==> src/rtl/pu_msp430_dbg_hwbrk_pkg.sv <==
// Shared constants and types for the MSP430 debug hardware break/watch-point unit.
// Register layout: channel k occupies indices 5k..5k+4, SEQ_CTL follows the last channel.
package pu_msp430_dbg_hwbrk_pkg;

    localparam int REGS_PER_CH = 5;

    localparam logic [2:0] REG_CTL   = 3'd0;
    localparam logic [2:0] REG_STAT  = 3'd1;
    localparam logic [2:0] REG_ADDR0 = 3'd2;
    localparam logic [2:0] REG_ADDR1 = 3'd3;
    localparam logic [2:0] REG_CNT   = 3'd4;

    localparam int CTL_MODE_RD  = 0;
    localparam int CTL_MODE_WR  = 1;
    localparam int CTL_BREAK_EN = 2;
    localparam int CTL_INST_EN  = 3;
    localparam int CTL_RANGE    = 4;
    localparam int CTL_CNT_EN   = 5;

    localparam int STAT_A0_RD  = 0;
    localparam int STAT_A0_WR  = 1;
    localparam int STAT_A1_RD  = 2;
    localparam int STAT_A1_WR  = 3;
    localparam int STAT_RNG_RD = 4;
    localparam int STAT_RNG_WR = 5;

    typedef enum logic {
        SEQ_OFF   = 1'b0,
        SEQ_STAGE = 1'b1
    } seq_state_t;

    typedef struct packed {
        logic cnt_en;
        logic rng;
        logic inst_en;
        logic break_en;
        logic mode_wr;
        logic mode_rd;
    } ctl_t;

    function automatic ctl_t ctl_from_word(input logic [15:0] w);
        ctl_t c;
        c.cnt_en   = w[CTL_CNT_EN];
        c.rng      = w[CTL_RANGE];
        c.inst_en  = w[CTL_INST_EN];
        c.break_en = w[CTL_BREAK_EN];
        c.mode_wr  = w[CTL_MODE_WR];
        c.mode_rd  = w[CTL_MODE_RD];
        return c;
    endfunction

endpackage

==> src/rtl/pu_msp430_dbg_hwbrk_chan.sv <==
// One break/watch-point channel: CTL/STAT/ADDR0/ADDR1/CNT registers, address comparators
// and pass counter. `allow` lets the sequencer freeze a channel (no fire, counter holds).
module pu_msp430_dbg_hwbrk_chan
    import pu_msp430_dbg_hwbrk_pkg::*;
#(
    parameter int CNT_W = 8
) (
    input  logic              dbg_clk,
    input  logic              dbg_rst,
    input  logic              reg_wr,
    input  logic [2:0]        reg_off,
    input  logic [15:0]       dbg_din,
    input  logic              decode_noirq,
    input  logic [15:0]       eu_mab,
    input  logic              eu_mb_en,
    input  logic [1:0]        eu_mb_wr,
    input  logic [15:0]       pc,
    input  logic              allow,
    output logic              fire,
    output logic              brk,
    output logic [5:0]        stat,
    output logic [15:0]       rd_data
);

    ctl_t             ctl;
    logic [15:0]      addr0;
    logic [15:0]      addr1;
    logic [CNT_W-1:0] cnt;
    logic [CNT_W-1:0] cnt_cur;

    logic [15:0] a;
    logic        acc_rd;
    logic        acc_wr;
    logic        eq0;
    logic        eq1;
    logic        in_rng;
    logic        evt;
    logic [5:0]  hit;
    logic        wr_ctl;
    logic        wr_stat;
    logic        wr_cnt;

    always_comb begin
        a      = ctl.inst_en ? pc : eu_mab;
        acc_rd = (ctl.inst_en ? decode_noirq : (eu_mb_en & ~|eu_mb_wr)) & ctl.mode_rd;
        acc_wr = ~ctl.inst_en & eu_mb_en & (|eu_mb_wr) & ctl.mode_wr;
        eq0    = ~ctl.rng & (a == addr0);
        eq1    = ~ctl.rng & (a == addr1);
        // An inverted window (addr0 > addr1) fails one of the two bounds and never matches.
        in_rng = ctl.rng & (a >= addr0) & (a <= addr1);
        hit              = '0;
        hit[STAT_A0_RD]  = eq0 & acc_rd;
        hit[STAT_A0_WR]  = eq0 & acc_wr;
        hit[STAT_A1_RD]  = eq1 & acc_rd;
        hit[STAT_A1_WR]  = eq1 & acc_wr;
        hit[STAT_RNG_RD] = in_rng & acc_rd;
        hit[STAT_RNG_WR] = in_rng & acc_wr;
        evt  = allow & (|hit);
        fire = evt & (~ctl.cnt_en | (cnt_cur == '0));
        brk  = fire & ctl.break_en;
    end

    assign wr_ctl  = reg_wr & (reg_off == REG_CTL);
    assign wr_stat = reg_wr & (reg_off == REG_STAT);
    assign wr_cnt  = reg_wr & (reg_off == REG_CNT);

    always_ff @(posedge dbg_clk) begin
        if (dbg_rst) begin
            ctl     <= '0;
            stat    <= '0;
            addr0   <= '0;
            addr1   <= '0;
            cnt     <= '0;
            cnt_cur <= '0;
        end else begin
            if (wr_ctl)                              ctl   <= ctl_from_word(dbg_din);
            if (reg_wr && (reg_off == REG_ADDR0))    addr0 <= dbg_din;
            if (reg_wr && (reg_off == REG_ADDR1))    addr1 <= dbg_din;
            if (wr_cnt)                              cnt   <= dbg_din[CNT_W-1:0];
            // A new hit outranks a same-cycle write-1-to-clear.
            stat <= (stat & ~(wr_stat ? dbg_din[5:0] : 6'h00)) | (fire ? hit : 6'h00);
            if (wr_cnt)
                cnt_cur <= dbg_din[CNT_W-1:0];
            else if (wr_ctl)
                cnt_cur <= cnt;
            else if (evt && ctl.cnt_en)
                cnt_cur <= (cnt_cur == '0) ? cnt : cnt_cur - CNT_W'(1);
        end
    end

    always_comb begin
        rd_data = '0;
        case (reg_off)
            REG_CTL:   rd_data = {10'h000, ctl};
            REG_STAT:  rd_data = {10'h000, stat};
            REG_ADDR0: rd_data = addr0;
            REG_ADDR1: rd_data = addr1;
            REG_CNT:   rd_data = 16'(cnt_cur);
            default:   rd_data = '0;
        endcase
    end

endmodule

==> src/rtl/pu_msp430_dbg_hwbrk_seq.sv <==
// NCH-channel hardware break/watch-point unit: register decode, read mux, halt OR.
// Define HWBRK_SEQ_EN to build the ordered-hit sequencer behind SEQ_CTL.
module pu_msp430_dbg_hwbrk_seq
    import pu_msp430_dbg_hwbrk_pkg::*;
#(
    parameter  int NCH   = 4,
    parameter  int CNT_W = 8,
    localparam int AW    = $clog2(5*NCH+1)
) (
    input  logic            dbg_clk,
    input  logic            dbg_rst,
    input  logic [AW-1:0]   brk_reg_addr,
    input  logic            brk_reg_rd,
    input  logic            brk_reg_wr,
    input  logic [15:0]     dbg_din,
    input  logic            decode_noirq,
    input  logic [15:0]     eu_mab,
    input  logic            eu_mb_en,
    input  logic [1:0]      eu_mb_wr,
    input  logic [15:0]     pc,
    output logic            brk_halt,
    output logic            brk_pnd,
    output logic [15:0]     brk_dout,
    output logic [NCH-1:0]  brk_chan_hit
);

    localparam int SEQ_IDX = REGS_PER_CH*NCH;

    logic [NCH-1:0]        ch_sel;
    logic [NCH-1:0]        allow;
    logic [NCH-1:0]        fire;
    logic [NCH-1:0]        brk;
    logic [NCH-1:0][2:0]   ch_off;
    logic [NCH-1:0][5:0]   ch_stat;
    logic [NCH-1:0][15:0]  ch_rd;
    logic                  seq_sel;
    logic [15:0]           seq_rd;

    assign seq_sel = (32'(brk_reg_addr) == SEQ_IDX);

    for (genvar k = 0; k < NCH; k++) begin : g_ch
        localparam int BASE = REGS_PER_CH*k;
        assign ch_sel[k] = (32'(brk_reg_addr) >= BASE) && (32'(brk_reg_addr) < BASE + REGS_PER_CH);
        assign ch_off[k] = 3'(32'(brk_reg_addr) - BASE);

        pu_msp430_dbg_hwbrk_chan #(.CNT_W(CNT_W)) u_chan (
            .dbg_clk      (dbg_clk),
            .dbg_rst      (dbg_rst),
            .reg_wr       (brk_reg_wr & ch_sel[k]),
            .reg_off      (ch_off[k]),
            .dbg_din      (dbg_din),
            .decode_noirq (decode_noirq),
            .eu_mab       (eu_mab),
            .eu_mb_en     (eu_mb_en),
            .eu_mb_wr     (eu_mb_wr),
            .pc           (pc),
            .allow        (allow[k]),
            .fire         (fire[k]),
            .brk          (brk[k]),
            .stat         (ch_stat[k]),
            .rd_data      (ch_rd[k])
        );
    end

`ifdef HWBRK_SEQ_EN
    seq_state_t seq_state;
    logic [3:0] stage;

    always_ff @(posedge dbg_clk) begin
        if (dbg_rst) begin
            seq_state <= SEQ_OFF;
            stage     <= '0;
        end else if (brk_reg_wr && seq_sel) begin
            seq_state <= dbg_din[0] ? SEQ_STAGE : SEQ_OFF;
            stage     <= '0;
        end else if (seq_state == SEQ_STAGE && |fire) begin
            stage <= (stage == 4'(NCH-1)) ? 4'h0 : stage + 4'h1;
        end
    end

    always_comb begin
        allow = '0;
        for (int k = 0; k < NCH; k++)
            allow[k] = (seq_state == SEQ_OFF) || (stage == 4'(k));
    end

    // Only the stage channel can fire, so in sequence mode a halt means the last link closed.
    assign brk_halt = (seq_state == SEQ_OFF) ? |brk : ((stage == 4'(NCH-1)) & |brk);
    assign seq_rd   = {4'h0, stage, 7'h00, seq_state == SEQ_STAGE};
`else
    assign allow    = '1;
    assign brk_halt = |brk;
    assign seq_rd   = '0;
`endif

    always_comb begin
        brk_dout = '0;
        if (brk_reg_rd) begin
            for (int k = 0; k < NCH; k++)
                if (ch_sel[k]) brk_dout = ch_rd[k];
            if (seq_sel) brk_dout = seq_rd;
        end
    end

    assign brk_pnd      = |ch_stat;
    assign brk_chan_hit = fire;

endmodule

==> config.mk <==
export PLATFORM = sky130hd
export DESIGN_NAME = pu_msp430_dbg_hwbrk_seq
export DESIGN_NICKNAME = d
export VERILOG_FILES = /design/src/rtl/pu_msp430_dbg_hwbrk_pkg.sv /design/src/rtl/pu_msp430_dbg_hwbrk_chan.sv /design/src/rtl/pu_msp430_dbg_hwbrk_seq.sv
export SDC_FILE = /design/constraint.sdc
export NUM_CORES = 1
export LEC_CHECK = 0
export ABC_CLOCK_PERIOD_IN_PS = 4450
export CAP_MARGIN = 25
export CORE_UTILIZATION = 30
export CTS_CLUSTER_DIAMETER = 30
export DETAILED_ROUTE_END_ITERATION = 10
export GPL_ROUTABILITY_DRIVEN = 0
export HOLD_SLACK_MARGIN = 0.15
export SYNTH_ARGS = -nofsm -noshare
export SYNTH_HDL_FRONTEND = slang
export SYNTH_SLANG_ARGS = --single-unit
export TNS_END_PERCENT = 100
==> constraint.sdc <==
create_clock -name dbg_clk -period 4.45 [get_ports dbg_clk]
set_input_delay 0.89 -clock dbg_clk [delete_from_list [all_inputs] [get_ports dbg_clk]]
set_output_delay 0.89 -clock dbg_clk [all_outputs]
set_load 0.02 [all_outputs]
==> out/results.ini <==
[route]
first_pass_iters = 9
route.met3.wl_mm = 6.57
met1Wirelength_mm = 28.0
via_per_inst = 5.59
routed_wl_mm = 66.2
met2_length_mm = 28.5
dr.first_iter.drc_count = 1909
antenna_left = 0
avgRoutedWirePerCell_um = 21.2
routed.top_layer = met5
drc = 0
num_vias = 17500

[pwr]
vdd_drop_max_uv = 318
power.density_mw_per_mm2 = 374
power.total_uw = 8440
leakagePower_uw = 0.00820

[floorplan]
coreArea_sq_mm = 0.0530
io_pins = 83
start_util_pct = 30.6
die-area_sq_mm = 0.0550
fp.dieH_um = 235
die_x_um = 235
row_count = 84

[cts]
path_clk_slew_ns = 0.04
htree_levels = 3
clock-sinks = 240
cts_inserted_buffers = 68
cts_max_path_buffers = 3
cts_hold_buf = 0
cts_tree = done
insertion_delay_ns = 0.59
root_buffer = clkbuf_16

[global_route]
grt-ovfl-total = 0
grt_max_degree = 145
grt_pass1_wl_mm = 99.1
antenna_found_initial = 3
grtUsageTotal_pct = 23.5
grt_pass1_vias = 17000

[yosys]
syn_area_sq_mm = 0.0162
yosysMostFrequentCell = nand2_1
synth_edf_count = 0
yosysTopAreaCellShare_pct = 29.6
syn_nets = 2360
synth_seq_cells = 240
yosysSeqAreaShare_pct = 29.6
synthArstFlopShare_pct = 0
yosysWarnings = 0
yosys-top-cells-count = nand2_1 (441), a21oi_1 (279), dfxtp_1 (240)
synth_top_area_cell = dfxtp_1
synth_flop_cell = dfxtp_1
synth_area_per_cell_sq_um = 7.51
synth_area_leaders = dfxtp_1 (30%), ha_1 (11%), nand2_1 (10%), a21oi_1 (8.6%), mux2_2 (5.1%)
syn_inst = 2160
yosysUniqueCellTypes = 78

[sta]
slew_headroom_pct = 33.4
tightest_slew_ns = 0.995
hold_viol_final = 0
setup_ws_ns = -0.288
min_period_over_period_pct = 106
whs_ns = 0.455
fmaxAchievable_ghz = 0.211
maxSlewViolCount = 0
min_period_ns = 4.74
skew_ns = 0.0269
rsz0062_at_grt = yes
setup_viol = 4
fin_tns_setup_ns = -0.489

[cells_and_area]
finalNetCount = 2593
area_growth_pct = 39.1
antenna_cells = 0
final_area_sq_mm = 0.0226
drive_above_1_share_pct = 23.7

[critical_path]
critPathMaxFanout = 8
cp.arrival_ns = 3.85
startpoint_type = register
worstPathRequired_ns = 3.56
worstSetupPathType = register to output port
cp-end-kind = output port

[worst_hold_path]
worstHoldPathType = register to register

[run_status]
violations = setup timing
run_status = complete, but fails checks

[place]
place_hpwl_mm = 47.2
io_buffers = 82
place_area_sq_mm = 0.0189

[run]
cap_violations = 0

worst paths after layout:
check	start	end	slack, ns	depth (start not counted)
worst min-delay path	g_ch[3].u_chan.cnt[5]$_SDFFE_PP0P_	g_ch[3].u_chan.cnt[5]$_SDFFE_PP0P_	0.45	2
worst max-delay path	g_ch[0].u_chan.ctl[3]$_SDFFE_PP0P_	brk_halt	-0.29	13
worst min register to register	g_ch[3].u_chan.cnt[5]$_SDFFE_PP0P_	g_ch[3].u_chan.cnt[5]$_SDFFE_PP0P_	0.45	2
worst max register to register	g_ch[0].u_chan.ctl[3]$_SDFFE_PP0P_	g_ch[0].u_chan.cnt_cur[1]$_SDFFE_PP0P_	0.76	13
registers in the layout, summed over array words and instances (netlist names):
register / count
g_ch.u_chan.addr0: 64
g_ch.u_chan.addr1: 64
g_ch.u_chan.cnt: 32
g_ch.u_chan.cnt_cur: 32
g_ch.u_chan.ctl: 24
g_ch.u_chan.stat: 24
critical path, cell delays in order (launching register included):
cell,delay [ns]
dfxtp_2,0.34
buf_12,0.14
buf_12,0.14
mux2_4,0.34
ha_4,0.27
nand4_1,0.20
nor4_4,0.35
buf_4,0.16
nor4b_4,0.19
o31ai_1,0.11
a211o_1,0.37
a21oi_2,0.20
a221o_1,0.27
buf_6,0.15
per-stage QoR:
step,instances,utilization (%),worst slack [ns]
global placement,2982,35.7,-1.05
finish,3130,42.6,-0.288
global route,3130,42.6,-0.317
CTS,3118,41.9,-0.144
floorplan,2160,-,0.153
detailed placement,2982,35.7,-1.06
repair_timing:
action                                  CTS  global route
setup buffers                            17            12
gates cloned                              1             2
pin swaps                                49            35
resized for setup                       219            99
endpoints found under the setup margin   21            21
where the power goes:
part | internal [uW] | switching (uW) | leakage, uW | total, uW
combinational | 358 | 513 | 0.00507 | 871
sequential | 2170 | 17.6 | 0.00194 | 2190
clock | 3880 | 1500 | 0.00119 | 5380
layout make-up:
type | instances | area [sq um]
well taps | 688 | 861
multi-input cells | 1629 | 11200
repair buffers | 306 | 2610
inverters | 148 | 556
clock inverters | 35 | 618
flip-flops and latches | 240 | 4820
clock buffers | 84 | 1870
fillers | 5225 | 30400
routing by layer:
metal  global-route usage (%)  vias up
li1                         -     8078
met1                     31.4     8264
met2                     35.8      953
met3                     5.04      202
met4                     11.0        6
met5                        0        -
logic make-up after synthesis:
group,synth area share (%)
buffers and inverters,7.30
flip-flops,29.6
multiplexers,8.41
AND/OR/NAND/NOR,20.6
adder cells (fa/ha/maj),10.7
AO/OA/AOI/OAI,22.2
XOR/XNOR,1.13
cells in the final DEF, fill, tap and decap left out, types with 20 or more instances in the layout:
cell and count:
nand2_1 439, a21oi_1 265, dfxtp_1 236, buf_4 196
inv_1 146, nor2_1 123, ha_1 99, clkbuf_16 70
a22oi_1 60, o21ai_0 57, mux2i_1 52, nand3_1 40
ha_4 40, mux2_4 37, mux2_2 37, nand4_1 29
o22ai_1 22, clkdlybuf4s50_1 22, clkbuf_2 20
(Power assumes the default switching activity.)
